**config.mk**
```make
export PLATFORM = sky130hd
export DESIGN_NAME = param_fifo
export DESIGN_NICKNAME = d
export VERILOG_FILES = /design/src/rtl/param_fifo.sv
export SDC_FILE = /design/constraint.sdc
export NUM_CORES = 1
export LEC_CHECK = 0
export CORE_MARGIN = 4
export CORE_UTILIZATION = 49
export CTS_CLUSTER_DIAMETER = 60
export DETAILED_ROUTE_END_ITERATION = 16
export GPL_TIMING_DRIVEN = 0
export PLACE_DENSITY = 0.67
export SLEW_MARGIN = 20
export SYNTH_ARGS = -nofsm -noshare
export SYNTH_HDL_FRONTEND = slang
export SYNTH_SLANG_ARGS = --single-unit
export TNS_END_PERCENT = 50
```
**constraint.sdc**
```tcl
create_clock -name clk -period 4.7 [get_ports clk]
set_clock_uncertainty 0.1 [all_clocks]
set_input_delay 0.94 -clock clk [delete_from_list [all_inputs] [get_ports clk]]
set_output_delay 0.94 -clock clk [all_outputs]
set_load 0.05 [all_outputs]
```
**src/rtl/param_fifo.sv**
```systemverilog
// Parametrised single-clock circular-buffer FIFO with registered read, occupancy count and sticky error flags.
// Optional almost_full/almost_empty outputs are enabled by defining PARAM_FIFO_ALMOST_EN.
module param_fifo #(
  parameter int DATA_W = 32,
  parameter int DEPTH  = 7,
  localparam int AW    = $clog2(DEPTH),
  localparam int CW    = $clog2(DEPTH + 1)
`ifdef PARAM_FIFO_ALMOST_EN
  ,
  parameter int AFULL_TH  = DEPTH - 1,
  parameter int AEMPTY_TH = 1
`endif
) (
  input  logic              clk,
  input  logic              rst_n,
  input  logic              wr_en,
  input  logic [DATA_W-1:0] wr_data,
  input  logic              rd_en,
  output logic [DATA_W-1:0] rd_data,
  output logic              rd_valid,
  output logic              full,
  output logic              empty,
  output logic [CW-1:0]     count,
  output logic              overflow,
  output logic              underflow,
  input  logic              clr_err
`ifdef PARAM_FIFO_ALMOST_EN
  ,
  output logic              almost_full,
  output logic              almost_empty
`endif
);

  logic [DATA_W-1:0] mem [DEPTH];
  logic [AW-1:0]     wr_ptr;
  logic [AW-1:0]     rd_ptr;
  logic [AW-1:0]     wr_ptr_inc;
  logic [AW-1:0]     rd_ptr_inc;
  logic              rd_ok;
  logic              wr_ok;

  assign full  = (count == CW'(DEPTH));
  assign empty = (count == '0);

`ifdef PARAM_FIFO_ALMOST_EN
  assign almost_full  = (count >= CW'(AFULL_TH));
  assign almost_empty = (count <= CW'(AEMPTY_TH));
`endif

  // A full FIFO still accepts a write when a read frees a slot in the same cycle.
  assign rd_ok = rd_en & ~empty;
  assign wr_ok = wr_en & (~full | rd_ok);

  // Explicit wrap so non-power-of-two depths cycle through 0..DEPTH-1 only.
  assign wr_ptr_inc = (wr_ptr == AW'(DEPTH - 1)) ? '0 : wr_ptr + AW'(1);
  assign rd_ptr_inc = (rd_ptr == AW'(DEPTH - 1)) ? '0 : rd_ptr + AW'(1);

  always_ff @(posedge clk) begin
    if (wr_ok) begin
      mem[wr_ptr] <= wr_data;
    end
  end

  always_ff @(posedge clk or negedge rst_n) begin
    if (!rst_n) begin
      wr_ptr    <= '0;
      rd_ptr    <= '0;
      count     <= '0;
      rd_data   <= '0;
      rd_valid  <= 1'b0;
      overflow  <= 1'b0;
      underflow <= 1'b0;
    end else begin
      rd_valid <= rd_ok;
      if (rd_ok) begin
        rd_data <= mem[rd_ptr];
        rd_ptr  <= rd_ptr_inc;
      end
      if (wr_ok) begin
        wr_ptr <= wr_ptr_inc;
      end
      if (wr_ok && !rd_ok) begin
        count <= count + CW'(1);
      end else if (rd_ok && !wr_ok) begin
        count <= count - CW'(1);
      end
      // A new error in the same cycle as clr_err keeps the flag set.
      overflow  <= (overflow  & ~clr_err) | (wr_en & ~wr_ok);
      underflow <= (underflow & ~clr_err) | (rd_en & ~rd_ok);
    end
  end

endmodule
```
==> reports/results.tsv, run 1 <==
stage	metric	value	unit
power	Design Power	8240	uW
die	Die W	155	um
die	core area	0.0212	mm2
timing	final hold vios	0	
cts	clock sinks	268	
cts	Post-CTS Setup Repair Bufs	0	
grt	vias in the first global route	5860	
timing	minimum clock period	3.19	ns
synthesis	top cell type's share of synthesized area	63.1	%
synthesis	register area share after synthesis	73.5	%
synthesis	Synth Cell Area	0.0107	mm2
power	Switch Pwr	2810	uW
synthesis	Synth Net Count	610	
critical_path	worst-path maximum fanout	8	
final_layout	Final #Nets	738	
final_layout	most common cell after layout, fill and taps aside	edfxtp_1	
placed_design	port buffer count	76	
hold_path	hold crit path type	in -> async	
placed_design	gpl congestion	0.713	
critical_path	CP startpoint kind	flop	
final_layout	proportion of layout cells with a drive suffix above 1	19.6	%
critical_path	reg2reg start	count[0]	
synthesis	async set-reset flop share out of synthesis	16.4	%
power	Clock Power Share	23.9	%
final_layout	Area growth syn-to-layout	20.7	%
timing	max-slew violations	0	
cts	Clock transition at path regs	0.06	ns
final_layout	sequential cell area	0.00783	mm2
critical_path	worst flop-to-flop path endpoint	mem[0][8]	
timing	Setup WS post-layout	1.51	ns
cts	CTS tree	done	
synthesis	EDFF count, synth	224	
final_layout	Filler cells	1539	
status	status	complete, no violations	
power	pwr dens	640	mW/mm2
routing	Detail Route Antenna Nets	0	
synthesis	FF+latch count, synth	268	
placed_design	DP Wirelength	14300	um
synthesis	Syn Area/Cell	18.7	um2
flow_run	Max-Cap Viols	0	
timing	fin crit share	67.9	%
power	Internal	5420	uW
final_layout	area of the multi-input gates	0.00256	mm2
synthesis	Netlist cell types	40	
synthesis	Primary FF master, synth	edfxtp_1	
timing	Final setup viols	0	
power	Lkg Pwr	0.00446	uW
synthesis	post-synth top area cell	edfxtp_1	
grt	largest net degree at the start of global routing	45	
cts	H-tree levels	1	
timing	Min Hold Slack	0.350	ns
timing	FMAX	313	MHz
grt	grt ovf	0	
placed_design	pre-CTS worst setup slack	1.13	ns
critical_path	CP Capture Type	output pin	
grt	first-pass GRT wire length	34300	um
critical_path	flop-to-flop setup slack	2.16	ns
cts	number of buffers created by CTS	27	
power	combinational share of power	36.4	%
cts	Max clock buf depth	3	
routing	DR iter-0 viols	277	
final_layout	Inserted Diodes	0	
timing	slew margin rel.	46.8	%
synthesis	Syn. warnings	0	
final_layout	commonest cells after routing, fill and taps aside	edfxtp_1, clkdlybuf4s50_1, nand2b_1	
routing	Remaining DRCs	0	
die	Die Footprint	0.0242	mm2
die	Initial Util	50.2	%
timing	measured slew at the worst slew-check pin	0.793	ns
power	worst vdd ir	0.273	mV
power	Net Sw Frac	34.1	%
critical_path	Worst R2R Path Depth	6	
critical_path	Critical Path RT	3.66	ns
synthesis	Area contributors post-synth	edfxtp_1, dfrtp_1, mux4_1	
routing	Total Wirelength	22000	um
power	Sequential Power Share	39.6	%
critical_path	type of the worst setup path	reg -> out	
final_layout	fin cells	994	
placed_design	Post-Place Cells	945	
cts	Root Driver	clkbuf_16	
die	die height	155	um
routing	DR vias/cell	5.61	
die	Rows	53	
cts	post_cts resized	0	
grt	initial antenna violation count	0	
cts	number of hold buffers added after cts	0	
routing	detailed-route via count	5574	
routing	DR WL/cell	22.2	um
routing	drt pass-1 iters	4	
cts	worst skew pair latency	0.52	ns
critical_path	Worst Path Arrival	2.15	ns
die	I/O pin count	77	
synthesis	Mapped Cells	571	
grt	GRT Util Overall	18.7	%
timing	RSZ-0062 raised after global routing	no	
-- cell usage after synthesis, types with 3 or more instances --
cell / n
edfxtp_1: 224
nand2b_1: 65
dfrtp_1: 44
nor2_1: 35
a31oi_1: 32
o211ai_1: 31
mux2_4: 26
mux4_1: 18
clkbuf_1: 14
mux4_2: 14
mux2_2: 8
buf_6: 7
buf_12: 6
buf_2: 5
inv_1: 4
a22o_1: 3
nand2_1: 3
nor3_1: 3
o21ai_0: 3
-- worst max path at each step --
stage	end	cells past startpoint	from	slack, ns
6_report	empty	2	count[0]	1.51
5_1_grt	empty	2	count[0]	1.36
4_1_cts	empty	2	count[0]	1.46
3_5_place_dp	mem[0][10]	7	rd_en	1.13
3_3_place_gp	mem[0][10]	4	rd_en	-4.06
2_1_floorplan	mem[0][0]	3	rd_en	-0.16
-- per-layer routing --
| metal | GRT usage (%) | wire (um) |
|---|---|---|
| met2 | 32.3 | 11400 |
| met3 | 2.75 | 1050 |
| met5 | 0 | 0 |
| met4 | 5.59 | 519 |
| met1 | 24.7 | 9080 |
-- state kept, by name (all words and copies together), names as in the netlist --
register and flops:
count 3, mem 224, overflow 1, rd_data 32, rd_ptr 3, rd_valid 1
underflow 1, wr_ptr 3
-- area by class of cell --
| cell class | instances | area share [%] |
|---|---|---|
| buffer | 35 | 2.30 |
| inverter | 5 | 0.146 |
| clock inverter | 13 | 0.759 |
| tap | 275 | 2.67 |
| timing repair buffer | 99 | 7.83 |
| clock buffer | 36 | 5.59 |
| sequential | 268 | 60.8 |
| multi-input combinational | 263 | 19.9 |
-- logic make-up (layout without fill, tap and decap cells) --
group | after synthesis | in the layout | synth area share (%)
DFF | 268 | 268 | 73.5
and+or+nand+nor | 115 | 115 | 5.93
muxes | 66 | 66 | 11.9
adders and majority gates | 2 | 2 | 0.305
buffers and inverters | 40 | 188 | 2.95
AOI/OAI and AO/OA | 77 | 77 | 5.21
xor gates and xnor gates | 3 | 3 | 0.247
-- metrics by stage --
step | util (%) | instance area (um2) | setup TNS (ns)
finish | 60.6 | 12900 | 0
global route | 60.6 | 12900 | 0
CTS | 60.6 | 12900 | 0
detailed placement | 56.8 | 12000 | 0
global placement | 55.5 | 11800 | -310.26
floorplan | - | 10700 | -5.23
-- power groups by stage --
stage               sequential, uW  clock [uW]  combinational, uW
floorplan                     3820           0               1500
global placement              3330           0               2870
detailed placement            3320           0               3030
CTS                           3270        2010               3050
global route                  3310        2120               3210
finish                        3260        1970               3000
-- critical path, cell delays in order, from the launching register on --
cell and delay, ns:
dfrtp_1 0.50, nor3_1 0.29, clkdlybuf4s50_1 0.84
No activity file was read; power rests on OpenSTA's default activity.
==> run 2, diff against run 1 <==
--- a/config.mk
+++ b/config.mk
@@ -10,7 +10,7 @@
 export CTS_CLUSTER_DIAMETER = 60
 export DETAILED_ROUTE_END_ITERATION = 16
 export GPL_TIMING_DRIVEN = 0
-export PLACE_DENSITY = 0.67
+export PLACE_DENSITY = 0.64
 export SLEW_MARGIN = 20
 export SYNTH_ARGS = -nofsm -noshare
 export SYNTH_HDL_FRONTEND = slang
==> constraint.sdc (replaced) <==
create_clock -name clk -period 3.15 [get_ports clk]
set_clock_uncertainty 0.1 [all_clocks]
set_input_delay 0.63 -clock clk [delete_from_list [all_inputs] [get_ports clk]]
set_output_delay 0.63 -clock clk [all_outputs]
set_load 0.05 [all_outputs]
==> run 2 against run 1 <==
Compared with the run above:
- clock power grew 84%
- sequential share of layout area shrank 1.2 points
- critical path type unchanged
- routed wire length grew 1.3%
- clock-buffer cell count shrank 3
- global-route usage shrank 0.13 points
- first-iteration DRC count grew 30%
- register-to-register slack lost 1.5 ns
- critical endpoint unchanged
- design area grew 2.0%
==> reports/results.tsv, run 2 (synthesized netlist as in run 1, its figures left out) <==
stage	metric	value	unit	change
routing	DR WL/cell	22.5	um	+1.5%
critical_path	Setup crit start	count[0]		
critical_path	CP Capture Type	output pin		
final_layout	Final #Nets	734		-0.54%
die	Die Footprint	0.0242	mm2	unchanged
critical_path	Slowest-stage cell, CP	clkdlybuf4s50_1		
cts	H-tree levels	1		unchanged
die	Rows	53		unchanged
final_layout	Largest Register	mem		
critical_path	worst-path maximum fanout	8		unchanged
routing	Remaining DRCs	0		unchanged
routing	drt pass-1 iters	4		unchanged
power	pwr dens	992	mW/mm2	+55%
cts	Post-CTS Setup Repair Bufs	0		unchanged
timing	RSZ-0062 raised after global routing	no		
critical_path	worst flop-to-flop path endpoint	mem[3][9]		
placed_design	gpl congestion	0.719		+0.81%
die	die height	155	um	unchanged
placed_design	Post-Place Cells	940		-0.53%
critical_path	Worst R2R Path Depth	5		-1
cts	number of buffers created by CTS	28		+3.7%
final_layout	Inserted Diodes	0		unchanged
critical_path	type of the worst setup path	reg -> out		
critical_path	CP Capture Point	empty		
final_layout	commonest cells after routing, fill and taps aside	edfxtp_1, clkdlybuf4s50_1, nand2b_1		
grt	GRT Util Overall	18.5	%	-0.13 points
critical_path	flop-to-flop setup slack	0.62	ns	-1.54 ns
routing	Total Wirelength	22300	um	+1.3%
timing	minimum clock period	2.91	ns	
hold_path	hold crit path type	in -> async		
critical_path	CP bufs+invs	1		unchanged
cts	Max clock buf depth	3		unchanged
final_layout	max reg flops	224		unchanged
critical_path	CP top delay family	buffers and inverters		
placed_design	port buffer count	76		unchanged
critical_path	critical path depth in cells	2		unchanged
cts	worst skew pair latency	0.53	ns	about the same
final_layout	most common cell after layout, fill and taps aside	edfxtp_1		
critical_path	largest stage delay on the critical path	0.85	ns	about the same
critical_path	Critical Path RT	2.42	ns	-1.24 ns
cts	Clock transition at path regs	0.06	ns	about the same
critical_path	crit-path cells	nor3_1, clkdlybuf4s50_1		
timing	measured slew at the worst slew-check pin	0.879	ns	+0.0859 ns
critical_path	reg2reg start	count[0]		
cts	Root Driver	clkbuf_16		
timing	slew margin rel.	41.2	%	-5.7 points
timing	fin crit share	92.2	%	
placed_design	Placed Area	0.0121	mm2	+0.23%
cts	clock sinks	268		unchanged
routing	Detail Route Antenna Nets	0		unchanged
final_layout	biggest regs	mem: 224 flops, rd_data: 32 flops		
cts	number of hold buffers added after cts	0		unchanged
final_layout	fin cells	992		-0.20%
critical_path	Worst Path Arrival	2.18	ns	+0.03 ns
final_layout	post-route cell area	0.0131	mm2	+2.0%
final_layout	Final Util	61.8	%	+1.2 points
timing	final hold vios	0		unchanged
timing	max-slew violations	0		unchanged
die	I/O pin count	77		unchanged
grt	vias in the first global route	5896		+0.61%
die	Initial Util	50.2	%	unchanged
cts	post_cts resized	0		unchanged
timing	Final setup viols	0		unchanged
timing	FMAX	344	MHz	
final_layout	Area growth syn-to-layout	23.1	%	
routing	DR vias/cell	5.60		about the same
status	status	complete, no violations		
power	Lkg Pwr	0.00456	uW	+2.3%
power	worst vdd ir	0.451	mV	+65%
flow_run	Max-Cap Viols	0		unchanged
placed_design	DP Wirelength	14600	um	+1.9%
final_layout	proportion of layout cells with a drive suffix above 1	20.5	%	+0.89 points
die	Die W	155	um	unchanged
grt	first-pass GRT wire length	34300	um	+0.10%
grt	largest net degree at the start of global routing	45		unchanged
critical_path	CP startpoint kind	flop		
cts	CTS tree	done		
timing	Min Hold Slack	0.0314	ns	-0.319 ns
die	core area	0.0212	mm2	unchanged
grt	grt ovf	0		unchanged
routing	detailed-route via count	5558		-0.29%
routing	DR iter-0 viols	360		+30%
grt	initial antenna violation count	0		unchanged
timing	final setup TNS	0	ns	unchanged
[run 2: worst reg2reg max path, delay by kind of cell (launching register included)]
kind / cells / cell delay, ns
simple gates: 2 / 1.11
buf+inv: 3 / 0.52
flops: 1 / 0.50
[run 2: layout make-up]
class	instances	area [um2]
buffer	35	295
clock buffer	33	761
clock inverter	19	284
fill	1556	8100
inverter	5	18.8
multi-input combinational	263	2570
sequential	268	7830
tap	275	344
timing repair buffer	94	1020
[run 2: metal layers]
layer | part of all wire (%) | up-vias | GRT usage (%) | wire, um
met1 | 43 | 2888 | 26.0 | 9610
met5 | 0 | - | 0 | 0
met3 | 4.3 | 36 | 2.61 | 959
met2 | 51 | 124 | 30.7 | 11400
met4 | 1.8 | 0 | 5.13 | 407
li1 | - | 2510 | - | -
[run 2: worst min path at each step]
stage                        start         to  slack, ns  cells after the start
final                        rst_n  underflow       0.03                      1
after global routing         rst_n   overflow       0.06                      1
after CTS                    rst_n   overflow       0.05                      1
after detailed placement  overflow   overflow       0.42                      1
after global placement    overflow   overflow       0.39                      1
after floorplan              rst_n   count[0]       0.23                      0
[run 2: through the flow]
| step | worst slack (ns) | total power (uW) |
|---|---|---|
| finish | 0.245 | 13000 |
| global route | 0.130 | 13600 |
| CTS | 0.199 | 13200 |
| detailed placement | -0.0399 | 9530 |
| global placement | -3.65 | 9260 |
| floorplan | -0.651 | 7950 |
[run 2: power by group]
| group | switching [uW] | internal, uW | total [uW] |
|---|---|---|---|
| Combinational | 2640 | 1870 | 4510 |
| Clock | 1330 | 2300 | 3630 |
| Sequential | 316 | 4560 | 4880 |
